## src/rtl/kgp_rf_pkg.sv

```systemverilog
// Shared defaults and types for the KGP-RISC register file slice.
package kgp_rf_pkg;
  localparam int unsigned DATA_W_DEF = 32;
  localparam int unsigned ADDR_W_DEF = 5;
  localparam int unsigned HI_REG_DEF = 19;
  localparam int unsigned LO_REG_DEF = 20;

  typedef logic [ADDR_W_DEF-1:0] reg_addr_t;
endpackage

```

## src/rtl/reg_busy_tracker.sv

```systemverilog
// Per-register busy scoreboard: issue sets, writeback clears, set wins on conflict.
module reg_busy_tracker
  import kgp_rf_pkg::*;
#(
  parameter int unsigned ADDR_W   = ADDR_W_DEF,
  parameter bit          ZERO_REG = 1'b1,
  parameter int unsigned HI_REG   = HI_REG_DEF,
  parameter int unsigned LO_REG   = LO_REG_DEF,
  parameter bit          BYPASS   = 1'b1
) (
  input  logic              clk,
  input  logic              rst,
  input  logic              wr_en,
  input  logic [ADDR_W-1:0] wr_addr,
  input  logic              pair_en,
  input  logic              issue_en,
  input  logic [ADDR_W-1:0] issue_addr,
  input  logic              issue_pair,
  input  logic [ADDR_W-1:0] rd_addr_a,
  input  logic [ADDR_W-1:0] rd_addr_b,
  output logic              rd_busy_a,
  output logic              rd_busy_b,
  output logic              issue_err
);
  localparam int unsigned NREGS = 2 ** ADDR_W;
  localparam logic [ADDR_W-1:0] HI_A = HI_REG[ADDR_W-1:0];
  localparam logic [ADDR_W-1:0] LO_A = LO_REG[ADDR_W-1:0];

  logic [NREGS-1:0] busy;
  logic [NREGS-1:0] set_vec;
  logic [NREGS-1:0] clr_vec;

  always_comb begin
    set_vec = '0;
    clr_vec = '0;
    if (wr_en) clr_vec[wr_addr] = 1'b1;
    if (pair_en) begin
      clr_vec[HI_A] = 1'b1;
      clr_vec[LO_A] = 1'b1;
    end
    if (issue_en) begin
      if (issue_pair) begin
        set_vec[HI_A] = 1'b1;
        set_vec[LO_A] = 1'b1;
      end else if (!(ZERO_REG && issue_addr == '0)) begin
        set_vec[issue_addr] = 1'b1;
      end
    end
  end

  always_ff @(posedge clk or posedge rst) begin
    if (rst) begin
      busy      <= '0;
      issue_err <= 1'b0;
    end else begin
      busy      <= (busy & ~clr_vec) | set_vec;
      issue_err <= |(set_vec & busy & ~clr_vec);
    end
  end

  // With bypass a register being written back this cycle is already free to read.
  always_comb begin
    rd_busy_a = busy[rd_addr_a];
    rd_busy_b = busy[rd_addr_b];
    if (BYPASS) begin
      rd_busy_a = busy[rd_addr_a] & ~clr_vec[rd_addr_a];
      rd_busy_b = busy[rd_addr_b] & ~clr_vec[rd_addr_b];
    end
  end
endmodule

```

## src/rtl/reg_file_sb.sv

```systemverilog
// Register file with two read ports, one general write port, a HI/LO pair write and busy scoreboard.
module reg_file_sb
  import kgp_rf_pkg::*;
#(
  parameter int unsigned DATA_W   = DATA_W_DEF,
  parameter int unsigned ADDR_W   = ADDR_W_DEF,
  parameter bit          ZERO_REG = 1'b1,
  parameter int unsigned HI_REG   = HI_REG_DEF,
  parameter int unsigned LO_REG   = LO_REG_DEF,
  parameter bit          BYPASS   = 1'b1
) (
  input  logic              clk,
  input  logic              rst,
  input  logic              wr_en,
  input  logic [ADDR_W-1:0] wr_addr,
  input  logic [DATA_W-1:0] wr_data,
  input  logic              pair_en,
  input  logic [DATA_W-1:0] pair_hi,
  input  logic [DATA_W-1:0] pair_lo,
  input  logic [ADDR_W-1:0] rd_addr_a,
  output logic [DATA_W-1:0] rd_data_a,
  output logic              rd_busy_a,
  input  logic [ADDR_W-1:0] rd_addr_b,
  output logic [DATA_W-1:0] rd_data_b,
  output logic              rd_busy_b,
  input  logic              issue_en,
  input  logic [ADDR_W-1:0] issue_addr,
  input  logic              issue_pair,
  output logic              issue_err
);
  localparam int unsigned NREGS = 2 ** ADDR_W;
  localparam logic [ADDR_W-1:0] HI_A = HI_REG[ADDR_W-1:0];
  localparam logic [ADDR_W-1:0] LO_A = LO_REG[ADDR_W-1:0];

  logic [DATA_W-1:0] regs [NREGS];

  // Pair writes are issued last so they override a general write to HI/LO.
  always_ff @(posedge clk or posedge rst) begin
    if (rst) begin
      for (int unsigned i = 0; i < NREGS; i++) regs[i] <= '0;
    end else begin
      if (wr_en && !(ZERO_REG && wr_addr == '0)) regs[wr_addr] <= wr_data;
      if (pair_en) begin
        regs[HI_A] <= pair_hi;
        regs[LO_A] <= pair_lo;
      end
    end
  end

  function automatic logic [DATA_W-1:0] read_port(input logic [ADDR_W-1:0] addr);
    logic [DATA_W-1:0] val;
    val = regs[addr];
    if (BYPASS) begin
      if (wr_en && wr_addr == addr) val = wr_data;
      if (pair_en && addr == HI_A) val = pair_hi;
      if (pair_en && addr == LO_A) val = pair_lo;
    end
    if (ZERO_REG && addr == '0) val = '0;
    return val;
  endfunction

  always_comb begin
    rd_data_a = read_port(rd_addr_a);
    rd_data_b = read_port(rd_addr_b);
  end

  reg_busy_tracker #(
    .ADDR_W  (ADDR_W),
    .ZERO_REG(ZERO_REG),
    .HI_REG  (HI_REG),
    .LO_REG  (LO_REG),
    .BYPASS  (BYPASS)
  ) u_busy (
    .clk       (clk),
    .rst       (rst),
    .wr_en     (wr_en),
    .wr_addr   (wr_addr),
    .pair_en   (pair_en),
    .issue_en  (issue_en),
    .issue_addr(issue_addr),
    .issue_pair(issue_pair),
    .rd_addr_a (rd_addr_a),
    .rd_addr_b (rd_addr_b),
    .rd_busy_a (rd_busy_a),
    .rd_busy_b (rd_busy_b),
    .issue_err (issue_err)
  );
endmodule

```

## config.mk

```make
export PLATFORM = sky130hd
export DESIGN_NAME = reg_file_sb
export DESIGN_NICKNAME = d
export VERILOG_FILES = /design/src/rtl/kgp_rf_pkg.sv /design/src/rtl/reg_busy_tracker.sv /design/src/rtl/reg_file_sb.sv
export SDC_FILE = /design/constraint.sdc
export NUM_CORES = 2
export LEC_CHECK = 0
export BUFFER_PORTS_ARGS = -buffer_cell sky130_fd_sc_hd__buf_2
export CORE_MARGIN = 3
export CORE_UTILIZATION = 55
export DETAILED_ROUTE_END_ITERATION = 7
export PLACE_DENSITY = 0.72
export SLEW_MARGIN = 30
export SYNTH_ARGS = -nofsm -noshare
export SYNTH_HDL_FRONTEND = slang
export SYNTH_SLANG_ARGS = --single-unit
export TNS_END_PERCENT = 10
```

## constraint.sdc

```tcl
create_clock -name clk -period 46.3 [get_ports clk]
set_input_delay 9.26 -clock clk [delete_from_list [all_inputs] [get_ports clk]]
set_output_delay 9.26 -clock clk [all_outputs]
set_load 0.05 [all_outputs]
```

# == Word level (Yosys, flattened, before mapping) ==
# Cells that the tools add are included.
# classes
mux,38
n_lt_le_gt_ge,10
n_eq_ne,6
n_bitwise,12
n_reduce_logical,17
# op_table
cell,count
bitwise mux 1024 bit,1
two-way mux 32 bit,16
two-way mux 416 bit,1
binary-select mux 32 bit (select 5 bit),2
demux 32 bit (select 5 bit),1
AND 32 bit,3
two-way mux 64 bit,1
inverter 32 bit,1
OR 32 bit,1
OR reduction 32 bit,1
< comparator 5 x 6 -> 1 bit (second input constant),4
binary-select mux 1 bit (select 5 bit),4
equality test 5 bit (second input constant),4
zero test 5 bit,4
two-way mux 19 bit,1
>= comparator 6 bit (second input constant),3
inverter 5 -> 6 bit,3
two-way mux 11 bit,1
demux 1 bit (select 5 bit),2
equality test 5 bit,2
>= comparator 5 x 1 -> 1 bit (second input constant),2
logical AND 1 bit,10
< comparator 6 x 1 -> 1 bit (second input constant),1
two-way mux 1 bit,6
other kinds (5),8
# word_totals
word_cells,117
in_bits,122
out_inout_bits,67
register_bits,1057

# == Logic depth before layout (Yosys ltp) ==
# depth
word_depth,10
ltp_mapped,12
ltp_nobuf,6

# == Modules after synthesis ==
# A second synthesis with hierarchy kept.
# unflattened
hier_cells,4344
hier_area_um2,59741.0
# by_module_without_submodules
mod,area_per_inst_um2,seq_area_each_um2,instances,cells_per_inst
reg_file_sb,57323.7,25624.6,1,4082
reg_busy_tracker,2417.3,825.8,1,262

# == Worst setup path before layout ==
# No wires, ideal clock.
# synth_timing
path_kind,input -> output
start,input rd_addr_b[4]
end,output rd_data_b[12]
slack_ps,24770
cell_stages,8
t_arrival_ps,12270
required_time_ps,37040
path_buffers,4
path_cell_list,buf_2 nand2b_1 or4b_1 clkbuf_1 buf_2 buf_1 o221ai_1 o41ai_1
# synth_between
elab_chain_cells,8
elab_cells_between_ends,15
classes_between,eq/ne (3); mux (7); bitwise (1); reduce/logical (4)
# synth_rtl
element,line,source
from (decl),reg_file_sb.sv:23,"input logic [ADDR_W-1:0] rd_addr_b,"
inverter 5 -> 6 bit (not written as such),reg_file_sb.sv:52,val = regs[addr];
binary-select mux 32 bit (select 5 bit),reg_file_sb.sv:52,
two-way mux 32 bit (not written as such) (2 in a row),reg_file_sb.sv:52,
two-way mux 32 bit,reg_file_sb.sv:54,if (wr_en && wr_addr == addr) val = wr_data;
two-way mux 32 bit,reg_file_sb.sv:55,if (pair_en && addr == HI_A) val = pair_hi;
two-way mux 32 bit,reg_file_sb.sv:56,if (pair_en && addr == LO_A) val = pair_lo;
two-way mux 32 bit (*),reg_file_sb.sv:58,if (ZERO_REG && addr == '0) val = '0;
to (decl),reg_file_sb.sv:24,"output logic [DATA_W-1:0] rd_data_b,"
# Every way passes the cells marked *; elsewhere a longest branch is shown, timed or not. The select of a mux whose other input is x is not followed.

# == Worst setup path after layout ==
# layout_timing
start,input rd_addr_b[1]
end,output rd_data_b[14]
# Same word-level chain as after synthesis.

==> metrics <==
status=completed; Initial Utilization=55.8%; Hold Buf Count CTS=0; CTS sink count=1057; Synth Cell Area=59100 um2; Antenna Violating Nets Remaining=0; Total Routing Usage GR=35.9%; Worst-Skew Late Latency=0.71 ns; Required @ worst endpoint=37.04 ns; register area=26500 um2; maximum vdd ir drop=0.0361 mV; root buf cell=clkbuf_16; DRC violations left=0; RePlAce Congestion=0.897; critical path arrival=13.68 ns; final core occ=61.1%; vias in the first global route=42000; FMAX=0.0436 GHz; CTS buffer count=108; R2R Path Start=u_busy.busy[13]; syn_nets=4407; worst r2r path cells=4; global-route wire length before repair=292000 um; area of the multi-input gates=30600 um2; Final Hold Fails=0; RSZ-0062 raised after global routing=false; Clock Skews=0.0171 ns; die footprint=111000 um2; Worst-Margin Slew=1.09 ns; most frequent cells in the layout=1057 x dfrtp_1, 887 x mux2_2, 571 x mux4_2, 379 x nand2_1, 180 x buf_2; max-cap viol count=0; crit start category=input port; sequential element share of the synthesized area=44.8%; Mapped Cells=4285; IO Pins=189; P per Cell Area=43.2 nW/um2; die height=334 um; DP HPWL=112000 um; WS Path Type=in -> out; Final Slew Violations=0; layout cells sized above 1=46.4%; Placeable Area=106000 um2; warnings from Yosys=0; crit end category=output port; Mapped Avg Cell Area=13.8 um2; CTS resizes=0; worst relative slew slack=27.1%; Layout fillers=7960; worst hold-check path type=reg -> reg; Routed WL=200000 um; Post-CTS Setup Inserts=0; setup TNS=0 ns; synth unique cells=71; Post-synth EDFFs=0; Yosys reg bits=1057; HP Start=regs[996]; initial antenna violation count=17; Clock H-tree levels=3; wire length per cell=35.1 um; Vias=41900; Post-synth ARST share=100%; Layout area overhead=9.46%; commonest non-fill, non-tap cell in the layout=dfrtp_1; row count=119; post-layout min period=22.94 ns; Crit Path Max Fanout=62; hold path depth=0; Starting DRT DRC Count=5653; Overflow after GRT=0; worst hold endpoint=regs[996]; Synth Flop Type=dfrtp_1; 1st-pass router iterations=8; IO Port Bufs=188; final worst-path cycle share=49.6%; Reg-to-Reg End=u_busy.issue_err; worst reg2reg setup slack=44.65 ns; clk buf depth=3; die width=334 um; pin count of the biggest net entering global routing=165; endpoints failing setup=0; CTS tree=yes; via-per-instance ratio=7.37; Worst-path clk slew=0.06 ns; fin nets=4317; LEAKAGE=28.1 nW
synth_stat cells, types with 7 or more instances:
master	number	area [um2]
mux4_2	571	12900
nand2b_1	18	113
nand2_1	398	1490
nand3_1	18	90.1
clkinv_1	29	109
buf_4	19	143
o221ai_1	45	394
a2111oi_0	7	61.3
o22a_1	15	131
o22ai_1	65	407
a21oi_1	9	45.0
mux2i_1	109	1090
nor2b_1	43	269
buf_2	105	526
a211o_1	34	298
a221o_1	20	200
buf_6	14	158
o21ai_0	161	806
mux2_2	887	9990
a211oi_1	14	105
buf_1	29	109
dfrtp_1	1057	26500
a22oi_1	58	435
nand3b_1	9	67.6
inv_1	13	48.8
a311oi_1	15	131
clkbuf_1	316	1190
nor3_1	25	125
o41ai_1	9	78.8
and3_1	22	138
nor2_1	52	195
sequential cells by signal (all words and copies together), names as in the netlist:
| signal | count |
|---|---|
| u_busy.issue_err | 1 |
| u_busy.busy | 32 |
| regs | 1024 |
critical path, cell delays in order:
cell,delay (ns)
buf_8,0.40
buf_4,0.65
buf_4,0.61
buf_4,0.84
mux4_2,0.61
mux4_2,0.46
nor2b_1,0.12
nor3_1,0.08
a221o_1,0.35
buf_2,0.23
per-stage QoR:
stage                     power, mW  hold WS [ns]  setup slack [ns]  area (um2)  cells
after floorplan                1.68         0.441              7.29       59100   4285
after global placement         1.81         0.376             23.37       60600   5472
after detailed placement       1.84         0.384             23.35       60700   5472
after CTS                      2.78         0.398             23.35       64500   5671
after global routing           2.89         0.410             23.14       64600   5681
final                          2.79         0.396             23.36       64600   5686
where the power goes:
group	switching (mW)	internal, mW	total, mW
Combinational	0.286	0.337	0.623
Sequential	0.127	1.09	1.22
Clock	0.388	0.560	0.947
routing by layer:
layer	routed length (um)	GRT usage, %	part of all wire [%]	vias to the layer above
met5	123	0.766	0.062	-
li1	-	-	-	16200
met2	87500	52.2	44	3020
met1	73000	48.3	37	22000
met4	11800	18.1	5.9	10
met3	27200	12.5	14	682
area by class of cell:
class                   count  share of cell area [%]
clock inverters            50                    1.08
diodes                     11                  0.0426
repair buffers            283                    2.90
well taps                1391                    2.69
multi-input cells        2702                    47.3
flip-flops and latches   1057                    40.9
inverters                  43                   0.265
clock buffers             149                    4.82
worst max path at each step:
stage	startpoint	endpoint	slack [ns]	cells after the start
2_1_floorplan	rst	regs[0]	7.29	1
3_3_place_gp	rd_addr_b[1]	rd_data_b[10]	23.37	10
3_5_place_dp	rd_addr_b[1]	rd_data_b[14]	23.35	10
4_1_cts	rd_addr_b[1]	rd_data_b[14]	23.35	10
5_1_grt	rd_addr_b[1]	rd_data_b[14]	23.14	10
6_report	rd_addr_b[1]	rd_data_b[14]	23.36	10
kinds of logic (layout without fill, tap and decap cells):
logic type      after synthesis  count (layout)  synth area share, %
compound gates              490             490                 5.74
buf+inv                     526             525                 3.86
xor+xnor                     10              10                0.148
other cells                   0              11                    0
simple gates                635             635                 4.92
flops                      1057            1057                 44.8
mux                        1567            1567                 40.5
Power figures use the tool's default switching activity.
